## src/rtl/latch_write_arbiter.sv

```systemverilog
// latch_write_arbiter: round-robin arbiter sequencing NREQ requesters' writes into one shared
// level-sensitive latch, holding enable HOLD cycles plus one hold-margin cycle, then verifying and acking.
module latch_write_arbiter #(
  parameter int NREQ  = 4,
  parameter int WIDTH = 8,
  parameter int HOLD  = 2,
  localparam int IW   = $clog2(NREQ),
  localparam int CW   = $clog2(HOLD + 1)
) (
  input  logic                  clk,
  input  logic                  rst_n,
  input  logic [NREQ-1:0]       req_i,
  input  logic [NREQ*WIDTH-1:0] wdata_i,
  output logic [NREQ-1:0]       ack_o,
  output logic [WIDTH-1:0]      latch_d_o,
  output logic                  latch_en_o,
  input  logic [WIDTH-1:0]      latch_q_i,
  output logic [IW-1:0]         grant_id_o,
  output logic                  busy_o,
  output logic                  wr_err_o
);
  typedef enum logic [1:0] {IDLE, WRITE, SETTLE, DONE} state_t;
  state_t state_q, state_d;
  logic [IW-1:0] rr_q, rr_d, grant_q, grant_d, win;
  logic [CW-1:0] cnt_q, cnt_d;
  logic [WIDTH-1:0] data_q, data_d, win_data;
  logic [NREQ-1:0] ack_q, ack_d;
  logic [2*NREQ-1:0] rot;
  logic en_q, en_d, busy_q, busy_d, err_q, err_d, hit;
  int s;
  // rotate requests so the rr pointer lands on bit 0; the lowest set bit wins
  always_comb begin
    rot = {req_i, req_i} >> rr_q;
    win = '0;
    hit = 1'b0;
    s = 0;
    for (int k = NREQ - 1; k >= 0; k--)
      if (rot[k]) begin
        s = int'(rr_q) + k;
        win = IW'(s >= NREQ ? s - NREQ : s);
        hit = 1'b1;
      end
    win_data = '0;
    for (int i = 0; i < NREQ; i++)
      if (win == IW'(i)) win_data = wdata_i[i*WIDTH +: WIDTH];
  end
  always_ff @(posedge clk or negedge rst_n)
    if (!rst_n) begin
      state_q <= IDLE;
      rr_q    <= '0;
      grant_q <= '0;
      cnt_q   <= '0;
      data_q  <= '0;
      ack_q   <= '0;
      en_q    <= 1'b0;
      busy_q  <= 1'b0;
      err_q   <= 1'b0;
    end else begin
      state_q <= state_d;
      rr_q    <= rr_d;
      grant_q <= grant_d;
      cnt_q   <= cnt_d;
      data_q  <= data_d;
      ack_q   <= ack_d;
      en_q    <= en_d;
      busy_q  <= busy_d;
      err_q   <= err_d;
    end
  always_comb
    case (state_q)
      IDLE:    state_d = hit ? WRITE : IDLE;
      WRITE:   state_d = cnt_q == '0 ? SETTLE : WRITE;
      SETTLE:  state_d = DONE;
      default: state_d = IDLE;
    endcase
  always_comb begin
    grant_d = grant_q;
    data_d  = data_q;
    cnt_d   = cnt_q;
    rr_d    = rr_q;
    busy_d  = busy_q;
    err_d   = err_q;
    en_d    = 1'b0;
    ack_d   = '0;
    case (state_q)
      IDLE:
        if (hit) begin
          grant_d = win;
          data_d  = win_data;
          en_d    = 1'b1;
          busy_d  = 1'b1;
          cnt_d   = CW'(HOLD - 1);
        end
      WRITE: begin
        en_d  = cnt_q != '0;
        cnt_d = cnt_q != '0 ? cnt_q - 1'b1 : cnt_q;
      end
      // enable is already low here, so latch_q holds what was captured
      SETTLE: begin
        err_d = err_q | (latch_q_i != data_q);
        ack_d = NREQ'(1) << grant_q;
      end
      default: begin
        rr_d   = grant_q == IW'(NREQ - 1) ? '0 : grant_q + 1'b1;
        busy_d = 1'b0;
      end
    endcase
  end
  assign ack_o      = ack_q;
  assign latch_d_o  = data_q;
  assign latch_en_o = en_q;
  assign grant_id_o = grant_q;
  assign busy_o     = busy_q;
  assign wr_err_o   = err_q;
endmodule

```

## config.mk

```make
export PLATFORM = sky130hd
export DESIGN_NAME = latch_write_arbiter
export DESIGN_NICKNAME = d
export VERILOG_FILES = /design/src/rtl/latch_write_arbiter.sv
export SDC_FILE = /design/constraint.sdc
export NUM_CORES = 1
export LEC_CHECK = 0
export CORE_MARGIN = 4
export CORE_UTILIZATION = 46
export CTS_CLUSTER_SIZE = 25
export DETAILED_ROUTE_END_ITERATION = 7
export GPL_TIMING_DRIVEN = 0
export PLACE_DENSITY = 0.86
export SKIP_LAST_GASP = 1
export SLEW_MARGIN = 0
export SYNTH_ARGS = -nofsm -noshare
export SYNTH_HDL_FRONTEND = slang
export SYNTH_SLANG_ARGS = --single-unit
```

## constraint.sdc

```tcl
create_clock -name clk -period 2.61 [get_ports clk]
set_input_delay 0.522 -clock clk [delete_from_list [all_inputs] [get_ports clk]]
set_output_delay 0.522 -clock clk [all_outputs]
set_load 0.01 [all_outputs]
```

==> flow_summary.ini, run 1 <==
[critical_path]
cp-end-kind = flip-flop
critPathKind = input pin to flip-flop
path_cells = clkdlybuf4s50_1, nor2_4, a31oi_2, o31ai_2, a221oi_1, a311oi_1
cp_slowest_stage_delay_ps = 670
worstPathMaxFanout = 10
worst-r2r-setup-slack_ps = 270
slowest_stage = clkdlybuf4s50_1
required_ps = 2780
start_kind = input pin
worst_ep_arrival_time_ps = 2580

[global_routing]
grt_max_degree = 24
grt-ovfl-total = 0
grt_pass1_vias = 1482
antenna_found_initial = 0
grt.total_usage_pct = 22.0
grt_pass1_wl_um = 7040

[detailed_routing]
totalWireLength_um = 4510
vias = 1468
wl_per_cell_um = 17.3
drtAntennaViolNets = 0
dr.pass1.iters = 4
drt_iter0_drc = 89
drc = 0
routed_via_density = 5.62

[final_layout]
nets = 273
diodes = 0
utilization_pct = 70.7
layout-drive-gt1-share_pct = 7.83
areaGrowthSynthToFinish_pct = 46.8

[die]
die_x_um = 64.8
die_area_mm2 = 0.00419
core_mm2 = 0.00308
die_h_um = 64.8
io_pins = 63
row_count = 20
initial_core_util_pct = 48.1

[power_and_ir_drop]
p_sw_w = 0.000868
p_per_area_mw_per_mm2 = 921
p_leak_nw = 0.904
combPwrFrac_pct = 58.6
p_int_w = 0.00113
swShare_pct = 43.3
clockPowerShare_pct = 9.0
seqPwrFrac_pct = 32.3
irDropWorstVdd_mv = 0.453

[timing]
layout_setup_ws_ps = 205
maxSlewHeadroom_pct = 31.5
max_freq_mhz = 416
hold_viol_final = 0
clock_skew_ps = 3.94
final.min_clock_period_ps = 2410
rsz0062_at_grt = no
fin_crit_sh_pct = 92.2
worst_pin_slew_ps = 1020
setup_viol = 0
drv_slew = 0

[synthesis]
yosys-top-cells-area = dfrtp_1, ha_1, nand2_1
ys.flop_type = dfrtp_1
synth_fp_nets = 207
yosysTopAreaCellShare_pct = 38.9
synth.most_common_cell = dfrtp_1
ys_seq_area_share_pct = 38.9
async_flop_share_pct = 100
yosysUniqueCellTypes = 35
yosysTopAreaCell = dfrtp_1
syn_inst = 152
synth-seq-cells = 23
syn_area_mm2 = 0.00148
synth.avg_cell_area_um2 = 9.75
synth_edf_count = 0
yosys_warnings = 0
yosys-top-cells-count = dfrtp_1, nand2_1, inv_1

[place]
gp_congestion = 0.826
dp_hpwl_um = 3630
dp_slack_ps = -105
io_buffer_count = 61

[clock_tree]
clkTransAtPathRegs_ps = 130
cts_resized = 0
clkSinkCount = 23
clock_tree.buffer_depth = 2
cts_setup_buffers = 0
numCtsBuffers = 3
insertion_delay_ps = 340
cts_root_buf = clkbuf_4
cts_tree = built
cts_hold_buf = 0
h-tree-depth = 1

[run_status]
status = complete, no violations

[job]
drv_cap = 0

[hold_path]
hp-class = flip-flop to flip-flop
metrics by stage:
step                area (µm²)  total power, W  instances  setup TNS [ps]  hold slack, ps
finish                    2170         0.00200        261               0             514
detailed placement        2150         0.00182        257            -329             500
CTS                       2170         0.00200        261               0             532
floorplan                 1480         0.00133        152               0             226
global route              2170         0.00216        261               0             540
global placement          2150         0.00174        257            -238             449
cell type report:
cell class                 instances  area (µm²)
clock buffer                       3        22.5
sequential                        23         576
buffer                             3        27.5
clock inverter                     1        5.00
fill                             243         903
tap                               44        55.1
timing repair buffer              61         611
multi-input combinational        113         830
inverter                          13        48.8
worst paths after layout:
check / startpoint / to / depth (start not counted)
worst min register to register: wr_err_o / wr_err_o / 1
worst max register to register: state_q[1] / latch_d_o[6] / 7
worst min-delay path: wr_err_o / wr_err_o / 1
worst max-delay path: req_i[1] / latch_d_o[6] / 6
max in group asynchronous: rst_n / latch_d_o[0] / 1
min in group asynchronous: rst_n / cnt_q[0] / 1
kinds of logic after synthesis:
family | Yosys count | synth area share, %
AND/OR/NAND/NOR | 54 | 18.9
adder cells (fa/ha/maj) | 9 | 7.60
multiplexers | 2 | 1.52
AO/OA/AOI/OAI | 40 | 23.2
XOR/XNOR | 8 | 4.73
buffers and inverters | 16 | 5.15
flip-flops | 23 | 38.9
critical path, delay by kind of cell:
kind,cells,cell delay [ps]
buf+inv,1,670
simple gates,1,140
compound gates,4,1240
layout by cell type, fill, tap and decap left out, types with 7 or more instances in the layout:
cell | Yosys | layout
and2b_1 | 8 | 8
nand2_1 | 19 | 19
a311oi_1 | 8 | 8
clkdlybuf4s50_1 | 0 | 61
ha_1 | 9 | 9
nor2_1 | 11 | 11
dfrtp_1 | 23 | 23
inv_1 | 13 | 13
a221oi_1 | 8 | 8
xnor2_1 | 8 | 8
o21ai_0 | 7 | 7
sequential cells by signal, indices dropped and copies added (netlist names):
name	flops
rr_q	2
busy_o	1
state_q	2
grant_id_o	2
cnt_q	2
wr_err_o	1
ack_o	4
latch_d_o	8
latch_en_o	1
power by group through the flow:
stage,clock network (W),registers (W),logic (W)
after global placement,0,0.000635,0.00110
after global routing,0.000196,0.000669,0.00130
after detailed placement,0,0.000653,0.00117
after CTS,0.000183,0.000645,0.00117
after floorplan,0,0.000667,0.000665
final,0.000181,0.000647,0.00117
per-layer routing:
metal	track usage (%)	share of wire, %	vias up
met5	0	0	-
met2	39.8	54	63
li1	-	-	677
met3	2.77	6.4	9
met1	25.8	37	719
met4	9.76	2.5	0
No activity file was read; power rests on OpenSTA's default activity.
==> inputs of run 2 (changes only) <==
CTS_CLUSTER_SIZE = 24   (was 25)
==> results of run 2 <==
Same layout as run 1: the final DEF is identical, and so are final timing and power.
